<file path="config.mk">
export PLATFORM = sky130hd
export DESIGN_NAME = rp_unsigned_multiplier_8_flat
export DESIGN_NICKNAME = d
export VERILOG_FILES = /design/src/rtl/rp_unsigned_multiplier_8_pkg.sv /design/src/rtl/rp_unsigned_multiplier_8_if.sv /design/src/rtl/rp_unsigned_multiplier_8_stage.sv /design/src/rtl/rp_unsigned_multiplier_8.sv /design/src/flat_wrapper.sv
export SDC_FILE = /design/constraint.sdc
export NUM_CORES = 1
export LEC_CHECK = 0
export CORE_MARGIN = 10
export CORE_UTILIZATION = 35
export CTS_BUF_LIST = sky130_fd_sc_hd__clkbuf_8
export DETAILED_ROUTE_END_ITERATION = 10
export HOLD_SLACK_MARGIN = 0.15
export PLACE_DENSITY_LB_ADDON = 0.25
export SETUP_SLACK_MARGIN = 0.4
export SLEW_MARGIN = 20
export SYNTH_ARGS = -nofsm -noshare
export SYNTH_HDL_FRONTEND = slang
export SYNTH_SLANG_ARGS = --single-unit
</file>
<file path="constraint.sdc">
create_clock -name clk -period 2.2 [get_ports clk]
set_input_delay 0.22 -clock clk [delete_from_list [all_inputs] [get_ports clk]]
set_output_delay 0.22 -clock clk [all_outputs]
set_load 0.005 [all_outputs]
</file>
<file path="src/rtl/rp_unsigned_multiplier_8_pkg.sv">
// Shared types and the single-step Russian-peasant update for rp_unsigned_multiplier_8.
// The stage record is sized for the widest supported operand; narrower builds leave upper bits at zero.
package rp_mul_pkg;

  localparam int RP_DEFAULT_WIDTH = 8;
  localparam int RP_MAX_WIDTH     = 16;

  typedef struct packed {
    logic                      v;
    logic [RP_MAX_WIDTH-1:0]   a;
    logic [2*RP_MAX_WIDTH-1:0] b;
    logic [2*RP_MAX_WIDTH-1:0] acc;
  } rp_stage_t;

  // Halve a, double b, and accumulate b when a is odd.
  function automatic rp_stage_t rp_step(input rp_stage_t s);
    rp_stage_t n;
    n.v   = s.v;
    n.a   = s.a >> 1;
    n.b   = s.b << 1;
    n.acc = s.acc + (s.a[0] ? s.b : '0);
    return n;
  endfunction

endpackage

</file>
<file path="src/rtl/rp_unsigned_multiplier_8_if.sv">
// Operand/result bus for rp_unsigned_multiplier_8.
// Handshake: A/B are taken on every rising edge where in_valid=1; there is no ready, so the
// source never stalls. out_valid=1 marks a cycle where product carries a result, else product=0.
interface rp_unsigned_multiplier_8_if #(
  parameter int WIDTH = 8
);
  logic               in_valid;
  logic [WIDTH-1:0]   A;
  logic [WIDTH-1:0]   B;
  logic               out_valid;
  logic [2*WIDTH-1:0] product;

  modport master (output in_valid, output A, output B, input out_valid, input product);
  modport slave  (input in_valid, input A, input B, output out_valid, output product);
endinterface

</file>
<file path="src/rtl/rp_unsigned_multiplier_8_stage.sv">
// One registered Russian-peasant step with synchronous active-high reset.
import rp_mul_pkg::*;

module rp_mul_stage (
  input  logic      clk,
  input  logic      rst,
  input  rp_stage_t d,
  output rp_stage_t q
);

  always_ff @(posedge clk) begin
    if (rst) begin
      q <= '0;
    end else begin
      q <= rp_step(d);
    end
  end

endmodule

</file>
<file path="src/rtl/rp_unsigned_multiplier_8.sv">
// Pipelined unsigned WIDTH x WIDTH Russian-peasant multiplier, one result per cycle.
// Build option RP_MUL_OUTPUT_REG_EN adds one output register (latency WIDTH+1 instead of WIDTH).
import rp_mul_pkg::*;

module rp_unsigned_multiplier_8 #(
  parameter int WIDTH = RP_DEFAULT_WIDTH
) (
  input logic                      clk,
  input logic                      rst,
  rp_unsigned_multiplier_8_if.slave bus
);

  rp_stage_t ld;
  rp_stage_t pipe [WIDTH];

  always_comb begin
    ld                = '0;
    ld.v              = bus.in_valid;
    ld.a[WIDTH-1:0]   = bus.A;
    ld.b[WIDTH-1:0]   = bus.B;
  end

  // Each stage register already holds the state after its own step, so WIDTH registers give WIDTH steps.
  for (genvar k = 0; k < WIDTH; k++) begin : g_stage
    rp_stage_t d;
    if (k == 0) begin : g_first
      assign d = ld;
    end else begin : g_next
      assign d = pipe[k-1];
    end
    rp_mul_stage u_stage (
      .clk (clk),
      .rst (rst),
      .d   (d),
      .q   (pipe[k])
    );
  end

  rp_stage_t          last;
  logic               res_v;
  logic [2*WIDTH-1:0] res_p;
  logic               unused_last;

  assign last        = pipe[WIDTH-1];
  assign res_v       = last.v;
  assign res_p       = last.v ? last.acc[2*WIDTH-1:0] : '0;
  assign unused_last = ^{last.a, last.b, last.acc};

`ifdef RP_MUL_OUTPUT_REG_EN
  logic               out_v_q;
  logic [2*WIDTH-1:0] out_p_q;

  always_ff @(posedge clk) begin
    if (rst) begin
      out_v_q <= 1'b0;
      out_p_q <= '0;
    end else begin
      out_v_q <= res_v;
      out_p_q <= res_p;
    end
  end

  assign bus.out_valid = out_v_q;
  assign bus.product   = out_p_q;
`else
  assign bus.out_valid = res_v;
  assign bus.product   = res_p;
`endif

endmodule

</file>
<file path="src/flat_wrapper.sv">
// flat-port wrapper written by rule: the top's interface ports become plain ports
module rp_unsigned_multiplier_8_flat 
#(
  parameter int WIDTH = RP_DEFAULT_WIDTH
)
  (clk, rst, bus_in_valid, bus_A, bus_B, bus_out_valid, bus_product);
  rp_unsigned_multiplier_8_if #(.WIDTH(WIDTH)) bus_i ();
  input logic clk;
  input logic rst;
  input wire logic [$bits(bus_i.in_valid)-1:0] bus_in_valid;
  input wire logic [$bits(bus_i.A)-1:0] bus_A;
  input wire logic [$bits(bus_i.B)-1:0] bus_B;
  output wire logic [$bits(bus_i.out_valid)-1:0] bus_out_valid;
  output wire logic [$bits(bus_i.product)-1:0] bus_product;
  assign bus_i.in_valid = bus_in_valid;
  assign bus_i.A = bus_A;
  assign bus_i.B = bus_B;
  assign bus_out_valid = bus_i.out_valid;
  assign bus_product = bus_i.product;
  rp_unsigned_multiplier_8 #(.WIDTH(WIDTH)) u_core (.clk(clk), .rst(rst), .bus(bus_i));
endmodule
</file>
# Word level (Yosys, flattened, before mapping)
# Cells that the tools add are included.
# classes
n_addsub	7
mux	8
bitwise_logic	1
reduce_logical	1
# ops
cell	n
adder 16 bit	7
two-way mux 16 bit	1
two-way mux 15 bit	1
two-way mux 14 bit	1
two-way mux 13 bit	1
two-way mux 12 bit	1
two-way mux 11 bit	1
two-way mux 10 bit	1
two-way mux 9 bit	1
OR reduction 2 bit	1
inverter 1 bit	1
# totals
ff_bits	234

# Logic depth before layout (Yosys ltp)
# Gate-level depths: netlist of the first run.
# logic_depth
depth_word	2
ltp_mapped	9
depth_no_buf	9

# Modules after synthesis
# From an unflattened synthesis of the first run, not the netlist that was laid out.
# unflattened
cells_unflattened	3539
hier_area_um2	31677.9
# by_module_without_submodules
mod	n_inst	cells_per_inst	area_per_inst_um2	seq_area_each_um2
rp_mul_stage (u_core.g_stage[3].u_stage ...)	5	445	3946.3	1581.5
rp_mul_stage (u_core.g_stage[0].u_stage ...)	3	432	3938.8	1581.5
rp_unsigned_multiplier_8	1	18	130.1	0.0

# Least setup slack after synthesis of the first run
# OpenSTA, ideal clock, no wires.
# synth_path
path_kind	register to register
from	register u_core.g_stage[0].u_stage.q[64] (netlist name)
to	register u_core.g_stage[1].u_stage.q[9] (netlist name)
setup_ps	134
t_arrival_ps	1895
required_ps	2066
slack_ps	172
stages_incl_launch_ff	9
path_buffers	0
synth_period_minus_slack_ps	2028
cell_sequence	dfxtp_1 > and2_1 > ha_1 > fa_1 > a21o_1 > a21oi_1 > o21bai_1 > a211oi_1 > nor4_1
# synth_between
elab_chain_len	2
# synth_lines
element	line	text
start, declared	rp_unsigned_multiplier_8_stage.sv:8	output rp_stage_t q
start signal, assigned	rp_unsigned_multiplier_8_stage.sv:15	q <= rp_step(d);
two-way mux 9 bit	rp_unsigned_multiplier_8_pkg.sv:21	n.acc = s.acc + (s.a[0] ? s.b : '0);
adder 16 bit	rp_unsigned_multiplier_8_pkg.sv:21	
end signal, assigned	rp_unsigned_multiplier_8_stage.sv:15	
end, declared	rp_unsigned_multiplier_8_stage.sv:8	
# Every way passes these cells.
# A chain may end at the register's enable or synchronous reset.

# Worst setup path after layout of the first run
# layout_path
from	register u_core.g_stage[5].u_stage.q[64] (netlist name)
to	register u_core.g_stage[6].u_stage.q[14] (netlist name)
# layout_between
elab_chain_len	2
# layout_lines
element	line
start, declared	rp_unsigned_multiplier_8_stage.sv:8
start signal, assigned	rp_unsigned_multiplier_8_stage.sv:15
two-way mux 14 bit	rp_unsigned_multiplier_8_pkg.sv:21
adder 16 bit	rp_unsigned_multiplier_8_pkg.sv:21
end signal, assigned	rp_unsigned_multiplier_8_stage.sv:15
end, declared	rp_unsigned_multiplier_8_stage.sv:8
# Every way passes these cells.

==> run_results.csv, run 1 <==
group,metric,value,unit
layout,largest-register,"u_core.g_stage.u_stage.q",
layout,areaGrowthSynthToFinish,27.4,%
cts,clock_latency,0.46,ns
floorplan,ios,36,
global_route,grt_pass1_wl,20600,µm
detailed_routing,vias,4765,
layout,nets,881,
timing,hold_violations,0,
floorplan,die_x,166,µm
yosys,yosys_register_bits,191,
yosys,yosys.area.top_type,"dfxtp_1",
timing,report.final.slew_viol_count,0,
cts,htree_levels,4,
power,pwr-share-clk,0.368,
layout,layoutNonFillerInstCount,1088,
status,status,"completed",
placed_design,port-buffer-count,35,
yosys,async_flop_share,0,
global_route,track_usage,0.0872,
layout,final_layout_size_suffix_gt1_frac,0.220,
yosys,synth_common_cells,"dfxtp_1, nor2b_1, and2_1",
detailed_routing,avgRoutedWirePerCell,10.9,µm
cts,cts.sinks,191,
yosys,synthTopCellsByArea,"dfxtp_1, nor2b_1, ha_1",
setup_path,end_kind,"register",
power,pwr-share-seq,0.590,
floorplan,die_y,166,µm
yosys,synth_most_common_cell,"dfxtp_1",
layout,fin_util,0.454,
detailed_routing,postRouteWirelength,11800,µm
floorplan,initial_core_util,0.356,
power,leakage,0.00393,µW
timing,post-route-min-period,1.97,ns
detailed_routing,drt_iter0_drc,132,
cts,clkSlewWorstSetupHoldPaths,0.10,ns
yosys,syn_avg_cell_area,10.3,µm²
power,p_int,4580,µW
yosys,syn_nets,809,
floorplan,core.rowCount,53,
global_route,grt_max_degree,90,
cts,cts_buffers,17,
timing,max_freq,508,MHz
worst_hold_path,hold_class,"in2reg",
yosys,ys_seq_area_frac,0.511,
setup_path,cp_max_fo,2,
global_route,overflow,0,
setup_path,required,2.55,ns
placed_design,placed_cells,1019,
yosys,netlist_area,7490,µm²
timing,setup_violations,0,
timing,skew,0.00771,ns
layout,antenna_cells,0,
global_route,antenna_found_initial,0,
setup_path,arrival,2.32,ns
timing,relSlewSlack,0.760,
global_route,grt_pass1_vias,4777,
yosys,synth_ff_type,"dfxtp_1",
power,swShare,0.239,
setup_path,critPathKind,"reg2reg",
power,ir_drop,0.395,mV
yosys,synth_cell_types,40,
timing,rsz0062_at_grt,"true",
yosys,synthCells,728,
yosys,yosysWarnings,0,
layout,top_regs,"u_core.g_stage.u_stage.q: 191 flops",
power,combPwrFrac,0.042,
setup_path,start_kind,"register",
detailed_routing,dr.pass1.iters,4,
timing,worstMarginPinSlew,0.360,ns
cts,cts.path.max_buffers,2,
cts,cts_tree,"built",
yosys,synth_top_area_frac,0.511,
power,power_switching,1430,µW
placed_design,hpwlAfterDp,7760,µm
detailed_routing,drc_errors,0,
floorplan,core,21000,µm²
power,power.density,630,nW/µm²
job,maxCapViolations,0,
floorplan,dieArea,27600,µm²
detailed_routing,antenna_left,0,
layout,largest_register_ffs,191,
detailed_routing,vias_per_cell,4.38,
timing,min_period_over_period,0.895,
placed_design,place.gp.congestion,0.757,
timing,tns,0,ns
cts,cts_root_buf,"clkbuf_8",
yosys,synth_edf_count,0,
## final timing paths
kind / startpoint / endpoint / slack (ns) / cells after the start
min: bus_A[6] / u_core.g_stage[0].u_stage.q[69] / 0.30 / 2
max: u_core.g_stage[5].u_stage.q[64] / u_core.g_stage[6].u_stage.q[14] / 0.23 / 8
min reg2reg: u_core.g_stage[3].u_stage.q[1] / u_core.g_stage[4].u_stage.q[1] / 0.44 / 1
max reg2reg: u_core.g_stage[5].u_stage.q[64] / u_core.g_stage[6].u_stage.q[14] / 0.23 / 8
## layout make-up
| cell class | count | area [µm²] |
|---|---|---|
| fill | 2002 | 11500 |
| tap | 275 | 344 |
| timing repair buffer | 75 | 716 |
| clock inverter | 15 | 153 |
| sequential | 191 | 3860 |
| inverter | 16 | 60.1 |
| clock buffer | 17 | 234 |
| multi-input combinational | 499 | 4180 |
## what timing repair did
| action | in CTS | in global routing |
|---|---|---|
| gates resized for setup | 84 | 55 |
| hold buffers | 1 | 0 |
| setup endpoints to repair | 42 | 34 |
| setup buffers | 27 | 9 |
| gates cloned | 0 | 0 |
| pin swaps | 36 | 38 |
| hold endpoints to repair | 25 | 0 |
## layer usage
metal / share of wire / track usage
met4: 0.0089 / 0.0279
met1: 0.43 / 0.0888
met3: 0.046 / 0.0336
met5: 0 / 0
met2: 0.52 / 0.160
## power by group through the flow
stage	Combinational (µW)	Clock (µW)	Sequential, µW
2_1_floorplan	153	0	3620
3_3_place_gp	218	0	3630
3_5_place_dp	218	0	3630
4_1_cts	241	2290	3550
5_1_grt	284	2440	3560
6_report	251	2210	3550
## cell families (layout without fill, tap and decap cells)
logic type / Yosys count / in the layout / synth area share
AOI/OAI and AO/OA: 84 / 84 / 0.0772
xor gates and xnor gates: 27 / 27 / 0.0316
adders and majority gates: 62 / 62 / 0.111
buffers and inverters: 38 / 123 / 0.0194
DFF: 191 / 191 / 0.511
and+or+nand+nor: 326 / 326 / 0.251
## critical path, stage by stage (launching register included)
cell and delay (ns):
dfxtp_4 0.35, and2_4 0.16, ha_4 0.16, fa_2 0.35, a21oi_2 0.17, o21ai_2 0.08, o21a_1 0.18, o21a_1 0.19
o31a_1 0.24
## cell usage in the layout, fill, tap and decap left out, drive strengths merged, types with 9 or more instances in the layout
| master | count |
|---|---|
| a211oi | 10 |
| a21oi | 16 |
| and2 | 78 |
| buf | 40 |
| clkbuf | 17 |
| clkdlybuf4s50 | 18 |
| dfxtp | 191 |
| dlymetal6s2s | 9 |
| ha | 55 |
| inv | 22 |
| nand2 | 14 |
| nand2b | 12 |
| nor2 | 52 |
| nor2b | 135 |
| nor3 | 13 |
| o21a | 9 |
| o21ai | 20 |
| xnor2 | 20 |
## stage by stage
stage               cell area (µm²)  setup slack (ns)  hold slack, ns  power [µW]
finish                         9540             0.231           0.303        6010
detailed placement             8210             0.137           0.420        3850
CTS                            9180             0.226           0.268        6080
global route                   9540             0.138           0.269        6290
floorplan                      7550             0.292           0.342        3780
global placement               8210             0.169           0.416        3850
No activity file was read; power rests on OpenSTA's default activity.
==> inputs of run 2 (changes only) <==
- CORE_MARGIN: 10 -> default
- SYNTH_HIERARCHICAL: default -> 1
==> run 2 against run 1 <==
Die area rose by 43%. Largest cell class unchanged. Wire length rose to 2.6 times the previous value. Total power rose by 81%. Clock power rose by 110%. Synthesized area rose by 81%. Cell area rose by 90%. Via count rose by 110%. Register-to-register slack got worse by 0.19 ns.
==> run_results.csv, run 2 <==
group,metric,value,unit
worst_hold_path,hold_depth,2,
global_route,grt_max_degree,92,
layout,antenna_cells,0,
setup_path,crit_slowest_cell,"fa_2",
placed_design,port-buffer-count,35,
cts,postCtsHoldBufs,0,
worst_hold_path,hold_class,"in2reg",
cts,cts.sinks,269,
setup_path,start_kind,"register",
timing,hold_violations,0,
global_route,track_usage,0.154,
worst_hold_path,hold_path_end,"u_core/g_stage[7].u_stage/q[11]",
timing,min_period_over_period,0.980,
layout,layoutNonFillerInstCount,2149,
placed_design,place.gp.congestion,0.832,
placed_design,hpwlAfterDp,20900,µm
global_route,grt_pass1_wl,49400,µm
layout,nets,1762,
cts,clock_latency,0.58,ns
timing,worstMarginPinSlew,0.691,ns
timing,rsz0062_at_grt,"true",
job,maxCapViolations,0,
yosys,yosysWarnings,6,
timing,relSlewSlack,0.539,
cts,cts_tree,"built",
setup_path,cpPeakStageDelay,0.38,ns
timing,tns,0,ns
floorplan,die_x,199,µm
placed_design,placed_cells,1991,
layout,largest_register_ffs,269,
layout,largest-register,"u_core/g_stage.u_stage/q",
cts,cts_root_buf,"clkbuf_8",
timing,setup_violations,0,
floorplan,core.rowCount,71,
detailed_routing,avgRoutedWirePerCell,14.2,µm
floorplan,core,37800,µm²
cts,cts.path.max_buffers,3,
cts,clkSlewWorstSetupHoldPaths,0.06,ns
status,status,"completed",
setup_path,end_kind,"register",
setup_path,required,2.64,ns
layout,layout_common_cells,"dfxtp_1, nor2b_1, nor2_1, and2_1, buf_4",
cts,cts_buffers,48,
setup_path,worstRegToRegCells,9,
setup_path,critPathKind,"reg2reg",
power,power.density,600,nW/µm²
floorplan,dieArea,39400,µm²
timing,max_freq,464,MHz
cts,htree_levels,2,
setup_path,critPathTopFamily,"compound AO/OA/AOI/OAI gates",
layout,final_common_cell,"dfxtp_1",
layout,top_regs,"u_core/g_stage.u_stage/q: 269 flops",
floorplan,die_y,199,µm
global_route,antenna_found_initial,0,
worst_hold_path,hold_start,"rst",
detailed_routing,dr.pass1.iters,4,
timing,report.final.slew_viol_count,0,
layout,final_layout_size_suffix_gt1_frac,0.308,
timing,skew,0.0419,ns
setup_path,path_common_cell,"a21o_1",
detailed_routing,drt_iter0_drc,357,
power,ir_drop,0.317,mV
timing,post-route-min-period,2.16,ns
setup_path,arrival,2.60,ns
layout,finalInstanceArea,18100,µm²
detailed_routing,vias,10100,
detailed_routing,postRouteWirelength,30500,µm
power,leakage,0.00757,µW
detailed_routing,drc_errors,0,
setup_path,crit_buf_inv,0,
yosys,synthCells,1475,
floorplan,ios,36,
floorplan,initial_core_util,0.358,
global_route,grt_pass1_vias,10300,
yosys,syn_avg_cell_area,9.17,µm²
yosys,netlist_area,13500,µm²
layout,areaGrowthSynthToFinish,33.9,%
global_route,overflow,0,
setup_path,r2r_start,"u_core/g_stage[0].u_stage/q[64]",
detailed_routing,vias_per_cell,4.71,
setup_path,cp_max_fo,8,
setup_path,crit_path_cell_trace,"and2_4 -> fa_2 -> a21o_1 -> a221oi_4 -> o21ai_2 -> a21o_1 -> a21oi_2 -> xor2_1 -> nor2_1",
setup_path,ff2ff_setup_slack,0.04,ns
setup_path,rr_endpoint,"u_core/g_stage[1].u_stage/q[12]",
placed_design,dpl_cell_area,15300,µm²
detailed_routing,antenna_left,0,
==> run 2: cell type report <==
type	count	area, µm²
clock buffer	61	840
clock inverter	20	139
fill	3566	19700
inverter	10	37.5
multi-input combinational	1117	9540
sequential	269	5420
tap	511	639
timing repair buffer	161	1510
==> run 2: worst max path at each step <==
stage,startpoint,end,slack [ns],depth (start not counted)
finish,u_core/g_stage[0].u_stage/q[64],u_core/g_stage[1].u_stage/q[12],0.04,9
global route,u_core/g_stage[6].u_stage/q[64],u_core/g_stage[7].u_stage/q[14],-0.03,10
detailed placement,u_core/g_stage[6].u_stage/q[64],u_core/g_stage[7].u_stage/q[14],0.01,9
global placement,u_core/g_stage[6].u_stage/q[64],u_core/g_stage[7].u_stage/q[14],0.03,9
floorplan,u_core/g_stage[0].u_stage/q[64],u_core/g_stage[1].u_stage/q[12],0.03,10
CTS,u_core/g_stage[0].u_stage/q[64],u_core/g_stage[1].u_stage/q[12],0.09,9
==> run 2: power breakdown <==
part	total, µW	internal [µW]	leakage, µW	switching (µW)
Combinational	1020	501	0.00482	519
Sequential	5160	5050	0.00220	108
Clock	4690	2700	0.000554	1990
Total	10900	8260	0.00757	2610
==> run 2: metrics by stage <==
stage | util | total power, µW | hold slack (ns) | worst slack, ns
after floorplan | - | 5940 | 0.348 | 0.0326
after global placement | 0.405 | 6140 | 0.420 | 0.0276
after detailed placement | 0.405 | 6140 | 0.425 | 0.0135
after CTS | 0.456 | 10900 | 0.183 | 0.0872
after global routing | 0.479 | 11400 | 0.195 | -0.0318
final | 0.479 | 10900 | 0.203 | 0.0444
==> run 2: worst register-to-register path, cell delays in order (launching register included) <==
cell and delay [ns]:
dfxtp_4 0.36, and2_4 0.15, fa_2 0.38, a21o_1 0.20, a221oi_4 0.32, o21ai_2 0.11, a21o_1 0.18, a21oi_2 0.14
xor2_1 0.15, nor2_1 0.06
==> run 2: what timing repair did <==
| action | in CTS | in global routing |
|---|---|---|
| buffers inserted | 55 | 22 |
| gates resized for setup | 135 | 154 |
| endpoints found under the setup margin | 80 | 75 |
| pin swaps | 89 | 126 |
| cloned | 0 | 0 |
| hold endpoints to repair | 0 | 0 |
==> run 2: metal layers <==
| layer | vias up | track usage | routed length, µm |
|---|---|---|---|
| met3 | 56 | 0.0258 | 914 |
| met1 | 4739 | 0.188 | 13600 |
| met4 | 0 | 0.0493 | 658 |
| met2 | 151 | 0.274 | 15300 |
| li1 | 5168 | - | - |
| met5 | - | 0 | 0 |
